### src/rtl/cont_dato_if.sv
`default_nettype none
// ============================================================================
//  Module      : cont_dato_if
//  Description : Control/data bundle for one editable time/date field counter.
//                master = field controller side, slave = counter side.
//  Revision    : 1.0  initial release
// ============================================================================
interface cont_dato_if #(
  parameter int WIDTH = 7
) ();
  logic             en;
  logic             aum;
  logic             dism;
  logic             ld;
  logic [WIDTH-1:0] ld_dat;
  logic [WIDTH-1:0] max_val;
  logic [WIDTH-1:0] dat_sal;
  logic [7:0]       dat_bcd;
  logic             carry;
  logic             borrow;

  modport master (
    output en, aum, dism, ld, ld_dat, max_val,
    input  dat_sal, dat_bcd, carry, borrow
  );

  modport slave (
    input  en, aum, dism, ld, ld_dat, max_val,
    output dat_sal, dat_bcd, carry, borrow
  );
endinterface
`default_nettype wire

### src/rtl/cont_dato_mod.sv
`default_nettype none
// ============================================================================
//  Module      : cont_dato_mod
//  Description : Up/down field counter with runtime upper bound, parallel
//                load, clamp, edge stepping with hold-to-repeat, BCD output
//                and carry/borrow pulses for cascading.
//  Revision    : 1.0  initial release
// ============================================================================
module cont_dato_mod #(
  parameter int WIDTH        = 7,
  parameter int MIN_VAL      = 0,
  parameter int REPEAT_DELAY = 50_000_000,
  parameter int REPEAT_RATE  = 10_000_000
) (
  input  logic       clk,
  input  logic       reset,
  cont_dato_if.slave bus
);

  localparam int c_TMR_MAX = (REPEAT_DELAY > REPEAT_RATE) ? REPEAT_DELAY : REPEAT_RATE;
  localparam int c_TMR_W   = $clog2(c_TMR_MAX + 1);

  localparam logic [WIDTH-1:0]   c_MIN     = WIDTH'(MIN_VAL);
  localparam logic [WIDTH-1:0]   c_ONE     = WIDTH'(1);
  localparam logic [WIDTH-1:0]   c_TEN     = WIDTH'(10);
  localparam logic [c_TMR_W-1:0] c_TMR_ONE = c_TMR_W'(1);
  localparam logic [c_TMR_W-1:0] c_DELAY   = c_TMR_W'(REPEAT_DELAY);
  localparam logic [c_TMR_W-1:0] c_RATE    = c_TMR_W'(REPEAT_RATE);

  typedef enum logic [1:0] {
    S_IDLE   = 2'd0,
    S_DELAY  = 2'd1,
    S_REPEAT = 2'd2
  } state_t;

  state_t             r_state, w_state_nxt;
  logic [c_TMR_W-1:0] r_timer, w_timer_nxt;
  logic               r_dir, w_dir_nxt;       // 1 = counting up
  logic [WIDTH-1:0]   r_dat, w_dat_nxt;
  logic               r_carry, w_carry_nxt;
  logic               r_borrow, w_borrow_nxt;

  logic               r_aum_q, r_aum_qq;
  logic               r_dism_q, r_dism_qq;
  logic [1:0]         r_vld;                  // both edge stages hold real samples

  logic               w_up_edge, w_dn_edge, w_release;
  logic               w_step, w_step_up;
  logic [WIDTH-1:0]   w_ld_sat;
  logic [3:0]         w_tens, w_ones;

  // Button level sampling; keeps running regardless of en/ld so that a button
  // already held when the field becomes active is not seen as a fresh press.
  always_ff @(posedge clk or negedge reset) begin
    if (!reset) begin
      r_aum_q   <= 1'b0;
      r_aum_qq  <= 1'b0;
      r_dism_q  <= 1'b0;
      r_dism_qq <= 1'b0;
      r_vld     <= 2'b00;
    end else begin
      r_aum_q   <= bus.aum;
      r_aum_qq  <= r_aum_q;
      r_dism_q  <= bus.dism;
      r_dism_qq <= r_dism_q;
      r_vld     <= {r_vld[0], 1'b1};
    end
  end

  // Edges are only trusted once the previous-sample stage holds a real
  // sample, so a button held through reset needs a release and re-press.
  assign w_up_edge = r_vld[1] & r_aum_q  & ~r_aum_qq  & ~r_dism_q;
  assign w_dn_edge = r_vld[1] & r_dism_q & ~r_dism_qq & ~r_aum_q;
  assign w_release = (r_aum_q & r_dism_q) | (r_dir ? ~r_aum_q : ~r_dism_q);

  assign w_ld_sat = (bus.ld_dat < c_MIN)       ? c_MIN :
                    (bus.ld_dat > bus.max_val) ? bus.max_val : bus.ld_dat;

  // Step FSM and counter next-value, in priority order load/hold/clamp/step.
  always_comb begin
    w_state_nxt  = r_state;
    w_timer_nxt  = r_timer;
    w_dir_nxt    = r_dir;
    w_step       = 1'b0;
    w_step_up    = r_dir;
    w_dat_nxt    = r_dat;
    w_carry_nxt  = 1'b0;
    w_borrow_nxt = 1'b0;

    case (r_state)
      S_IDLE: begin
        if (w_up_edge) begin
          w_step      = 1'b1;
          w_step_up   = 1'b1;
          w_dir_nxt   = 1'b1;
          w_timer_nxt = c_TMR_ONE;
          w_state_nxt = S_DELAY;
        end else if (w_dn_edge) begin
          w_step      = 1'b1;
          w_step_up   = 1'b0;
          w_dir_nxt   = 1'b0;
          w_timer_nxt = c_TMR_ONE;
          w_state_nxt = S_DELAY;
        end
      end
      S_DELAY: begin
        if (w_release) begin
          w_timer_nxt = '0;
          w_state_nxt = S_IDLE;
        end else if (r_timer == c_DELAY) begin
          w_step      = 1'b1;
          w_timer_nxt = c_TMR_ONE;
          w_state_nxt = S_REPEAT;
        end else begin
          w_timer_nxt = r_timer + c_TMR_ONE;
        end
      end
      S_REPEAT: begin
        if (w_release) begin
          w_timer_nxt = '0;
          w_state_nxt = S_IDLE;
        end else if (r_timer == c_RATE) begin
          w_step      = 1'b1;
          w_timer_nxt = c_TMR_ONE;
        end else begin
          w_timer_nxt = r_timer + c_TMR_ONE;
        end
      end
      default: begin
        w_timer_nxt = '0;
        w_state_nxt = S_IDLE;
      end
    endcase

    if (bus.ld) begin
      w_dat_nxt   = w_ld_sat;
      w_timer_nxt = '0;
      w_state_nxt = S_IDLE;
    end else if (!bus.en) begin
      w_timer_nxt = '0;
      w_state_nxt = S_IDLE;
    end else if (r_dat > bus.max_val) begin
      // Bound shrank under the current value: pull down, suppress the step.
      w_dat_nxt = bus.max_val;
    end else if (w_step) begin
      if (w_step_up) begin
        if (r_dat == bus.max_val) begin
          w_dat_nxt   = c_MIN;
          w_carry_nxt = 1'b1;
        end else begin
          w_dat_nxt = r_dat + c_ONE;
        end
      end else begin
        if (r_dat == c_MIN) begin
          w_dat_nxt    = bus.max_val;
          w_borrow_nxt = 1'b1;
        end else begin
          w_dat_nxt = r_dat - c_ONE;
        end
      end
    end
  end

  // State, timer, counter value and wrap pulses.
  always_ff @(posedge clk or negedge reset) begin
    if (!reset) begin
      r_state  <= S_IDLE;
      r_timer  <= '0;
      r_dir    <= 1'b1;
      r_dat    <= c_MIN;
      r_carry  <= 1'b0;
      r_borrow <= 1'b0;
    end else begin
      r_state  <= w_state_nxt;
      r_timer  <= w_timer_nxt;
      r_dir    <= w_dir_nxt;
      r_dat    <= w_dat_nxt;
      r_carry  <= w_carry_nxt;
      r_borrow <= w_borrow_nxt;
    end
  end

  assign w_tens = 4'(r_dat / c_TEN);
  assign w_ones = 4'(r_dat % c_TEN);

  assign bus.dat_sal = r_dat;
  assign bus.dat_bcd = {w_tens, w_ones};
  assign bus.carry   = r_carry;
  assign bus.borrow  = r_borrow;

endmodule
`default_nettype wire

### src/flat_wrapper.sv
// flat-port wrapper written by rule: the top's interface ports become plain ports
module cont_dato_mod_flat 
#(
  parameter int WIDTH        = 7,
  parameter int MIN_VAL      = 0,
  parameter int REPEAT_DELAY = 50_000_000,
  parameter int REPEAT_RATE  = 10_000_000
)
  (clk, reset, bus_en, bus_aum, bus_dism, bus_ld, bus_ld_dat, bus_max_val, bus_dat_sal, bus_dat_bcd, bus_carry, bus_borrow);
  cont_dato_if #(.WIDTH(WIDTH)) bus_i ();
  input  logic clk;
  input  logic reset;
  input wire logic [$bits(bus_i.en)-1:0] bus_en;
  input wire logic [$bits(bus_i.aum)-1:0] bus_aum;
  input wire logic [$bits(bus_i.dism)-1:0] bus_dism;
  input wire logic [$bits(bus_i.ld)-1:0] bus_ld;
  input wire logic [$bits(bus_i.ld_dat)-1:0] bus_ld_dat;
  input wire logic [$bits(bus_i.max_val)-1:0] bus_max_val;
  output wire logic [$bits(bus_i.dat_sal)-1:0] bus_dat_sal;
  output wire logic [$bits(bus_i.dat_bcd)-1:0] bus_dat_bcd;
  output wire logic [$bits(bus_i.carry)-1:0] bus_carry;
  output wire logic [$bits(bus_i.borrow)-1:0] bus_borrow;
  assign bus_i.en = bus_en;
  assign bus_i.aum = bus_aum;
  assign bus_i.dism = bus_dism;
  assign bus_i.ld = bus_ld;
  assign bus_i.ld_dat = bus_ld_dat;
  assign bus_i.max_val = bus_max_val;
  assign bus_dat_sal = bus_i.dat_sal;
  assign bus_dat_bcd = bus_i.dat_bcd;
  assign bus_carry = bus_i.carry;
  assign bus_borrow = bus_i.borrow;
  cont_dato_mod #(.WIDTH(WIDTH), .MIN_VAL(MIN_VAL), .REPEAT_DELAY(REPEAT_DELAY), .REPEAT_RATE(REPEAT_RATE)) u_core (.clk(clk), .reset(reset), .bus(bus_i));
endmodule
### config.mk
export PLATFORM = sky130hd
export DESIGN_NAME = cont_dato_mod_flat
export DESIGN_NICKNAME = d
export VERILOG_FILES = /design/src/rtl/cont_dato_if.sv /design/src/rtl/cont_dato_mod.sv /design/src/flat_wrapper.sv
export SDC_FILE = /design/constraint.sdc
export NUM_CORES = 1
export LEC_CHECK = 0
export ABC_AREA = 1
export BUFFER_PORTS_ARGS = -buffer_cell sky130_fd_sc_hd__buf_4
export CAP_MARGIN = 20
export CORE_MARGIN = 2
export CORE_UTILIZATION = 40
export CTS_BUF_LIST = sky130_fd_sc_hd__clkbuf_4 sky130_fd_sc_hd__clkbuf_8
export DETAILED_ROUTE_END_ITERATION = 12
export PLACE_DENSITY = 0.56
export SYNTH_ARGS = -nofsm -noshare
export SYNTH_HDL_FRONTEND = slang
export SYNTH_SLANG_ARGS = --single-unit
### constraint.sdc
create_clock -name clk -period 2.4 [get_ports clk]
set_input_delay 0.48 -clock clk [delete_from_list [all_inputs] [get_ports clk]]
set_output_delay 0.48 -clock clk [all_outputs]
set_load 0.005 [all_outputs]
==> summary.txt <==
Status: complete, but fails checks
Failing checks: negative setup slack
Ys async rst share: 100.0%
Initial antenna violation count: 0
Ratio of cells with drive above 1 in the final layout: 23.21%
First-pass GRT wire length: 17770 um
Post-DP HPWL: 8381 um
Core outline area: 9284 um2
R2r setup slk: 0.13 ns
Syn avg cell area: 6.946 um2
Max stage delay on crit path: 0.43 ns
Synth warnings: 0
Number of core rows: 35
Xor/xnor cell area share of the yosys netlist: 5.453%
Register area share after synthesis: 28.59%
Largest family of logic cells by synthesized area: simple AND/OR/NAND/NOR gates
Normalized max-slew margin: 62.62%
Ys flop type: dfrtp_1
Wire length per cell: 14.02 um
Yosys top cell area share: 27.91%
Clk sinks: 44
Reg-to-reg endpoint: u_core.bus.dat_sal[5]$_DFFE_PN0P_
Final wirelength: 10620 um
DRC errors left: 0
Post-Synth Simple-Gate Area: 35.64%
Total number of vias: 3892
Crit path capture type: primary output
PortBufs: 36
Count of final hold-check violations: 0
Maxcap violations: 0
Multiplexer area fraction after synthesis: 0%
Setup ws final: -0.5904 ns
Util after Layout: 51.44%
Top delay family on crit path: simple AND/OR/NAND/NOR gates
Drt first pass iters: 5
Pin count of the biggest net entering global routing: 45
Hold crit path type: input pin to asynchronous set/reset pin
Critical-path top delay cell: dfrtp_1
Initial cell density of the core: 41.52%
Clock Path Buffers: 2
Worst Path Required: 1.92 ns
Buf+Inv Stages, Crit Path: 5
Crit path DAT: 2.51 ns
Final setup viols: 5
Die area: 10440 um2
RSZ-0062 raised after global routing: true
Area growth from synthesis to layout: 23.89%
Worst Setup Start Kind: flip-flop
Commonest non-fill, non-tap cells in the layout: nand2_1, buf_4, nor2_1, inv_1, dfrtp_1
Root Driver: clkbuf_8
FF+latch count, synth: 44
Die width: 102.2 um
Most frequent CP cell: nand2_2
Place WS: -0.3585 ns
Clock skew: 0.01007 ns
Synthesized Nets: 600
Io pins: 37
Static leakage: 2.217 nW
Synth Area in Adders: 8.114%
Fmax: 334.4 MHz
PD cells: 1142 nW/um2
Area contributors post-synth: dfrtp_1, nand2_1, ha_1, inv_1, nor2_1
Nets@finish: 675
Worst Reg-to-Reg Cells: 14
Most common cell after layout, fill and taps aside: nand2_1
CTS buffer count: 5
Post-Syn Area: 3855 um2
CP cell instances: inv_6 > ha_4 > inv_1 > nand2_2 > nand3_2 > nand3_4 > nand2_4 > nand2_4 > nand2_2 > nand2_2 > inv_2 > nand2_4 > nand2_4 > nand2_2 > nand2_2 > inv_2 > ha_4 > nand2_2 > nand2_2 > nand2_2 > nand2_1 > nand2_1 > buf_4
Number of H-tree levels: 2
Reg clk slew, reported paths: 0.09 ns
Slew Limit Fails: 0
Antenna-violating nets left: 0
Setup CP Type: flip-flop to primary output
Die height: 102.2 um
Cell taking the most area after synthesis: dfrtp_1
CTS tree: done
Fin crit share: 124.6%
ANT cells: 0
VDD IR-drop max: 761.1 uV
Dpl cells: 747
Worst-Skew Late Latency: 0.31 ns
Routed vias/inst: 5.135
Routability cong.: 0.8950
Compound-Gate Fraction of Synth Area: 13.02%
Final Instance Count excl. Fillers: 758
Gr ovfl total: 0
Yosys cell types: 45
Reg-to-reg startpoint: u_core.bus.dat_sal[5]$_DFFE_PN0P_
Gr usage total: 21.30%
Vias in the first global route: 3789
Synth Instances: 555
Violation count after the first detailed-route iteration: 157
Tmin final: 2.990 ns
Max FO, Critical Path: 5
Number of enable flip-flop cells after synthesis: 0
Slew @ Worst Pin: 0.5607 ns
layer usage:
layer  GRT usage [%]  share of wire (%)  vias to the layer above
li1                -                  -                     1984
met1           26.80                 45                     1826
met2           38.77                 50                       71
met3           3.146                3.8                       11
met4           4.308                1.0                        0
met5               0                  0                        -
per-stage QoR:
stage	total power, mW	hold slack [ns]	area [um2]	TNS [ns]
finish	5.453	0.1648	4776	-2.261
global route	5.995	0.2100	4776	-3.271
CTS	5.372	0.1872	4701	-2.456
detailed placement	4.688	0.3405	4572	-1.425
global placement	4.616	0.3347	4572	-1.006
floorplan	3.242	0.1844	3913	-0.7973
cell type report:
cell class | count | area, um2
fillers | 966 | 4508
multi-input cells | 425 | 2510
repair buffers | 79 | 613.1
inverters | 75 | 289.0
clock inverters | 1 | 30.03
clock buffers | 5 | 68.82
flip-flops and latches | 44 | 1104
well taps | 129 | 161.4
report_power, final:
group	internal, mW	switching (mW)	leakage (nW)
clock network	0.300	0.274	0.0501
logic	1.81	2.15	1.58
registers	0.828	0.0887	0.583
cells by family after synthesis:
kind of cell	Yosys count
buf+inv	86
xor+xnor	24
other cells	1
fa+ha+maj	25
simple gates	293
flops	44
compound gates	82
cell usage after synthesis, types with 7 or more instances:
| cell type | n |
|---|---|
| inv_1 | 64 |
| xor2_1 | 23 |
| nand4_1 | 18 |
| nand2_2 | 7 |
| nand2_1 | 122 |
| nor3_1 | 12 |
| dfrtp_1 | 43 |
| nand3_1 | 43 |
| a21oi_1 | 27 |
| nor4_1 | 9 |
| o21ai_0 | 25 |
| nor2_1 | 64 |
| inv_2 | 9 |
| ha_1 | 25 |
state kept, by name, summed over array words and instances (netlist names):
name,cells
u_core.bus.borrow,1
u_core.bus.carry,1
u_core.bus.dat_sal,7
u_core.r_aum_q,1
u_core.r_aum_qq,1
u_core.r_dir,1
u_core.r_dism_q,1
u_core.r_dism_qq,1
u_core.r_state,2
u_core.r_timer,26
u_core.r_vld,2
worst reg2reg max path: cells and delay by family, from the launching register on:
kind | cells | cell delay (ns)
fa+ha+maj | 1 | 0.28
simple gates | 5 | 0.45
buf+inv | 4 | 0.55
flops | 1 | 0.43
compound gates | 4 | 0.47
worst max-delay path by stage:
stage | end | slack, ns | cells past startpoint | start
after floorplan | bus_dat_bcd[1] | -0.24 | 22 | u_core.bus.dat_sal[5]$_DFFE_PN0P_
after global placement | bus_dat_bcd[2] | -0.25 | 22 | u_core.bus.dat_sal[5]$_DFFE_PN0P_
after detailed placement | bus_dat_bcd[2] | -0.36 | 22 | u_core.bus.dat_sal[5]$_DFFE_PN0P_
after global routing | bus_dat_bcd[2] | -0.80 | 23 | u_core.bus.dat_sal[5]$_DFFE_PN0P_
final | bus_dat_bcd[2] | -0.59 | 23 | u_core.bus.dat_sal[5]$_DFFE_PN0P_
after CTS | bus_dat_bcd[1] | -0.62 | 21 | u_core.bus.dat_sal[5]$_DFFE_PN0P_
timing repair:
action                     4_1_cts  5_1_grt
resized for setup                6       15
setup buffers                    1        4
hold buffers                     0        0
setup endpoints to repair        7       11
pin swaps                        8        6
Note: power is estimated with default switching activity, not from simulation.
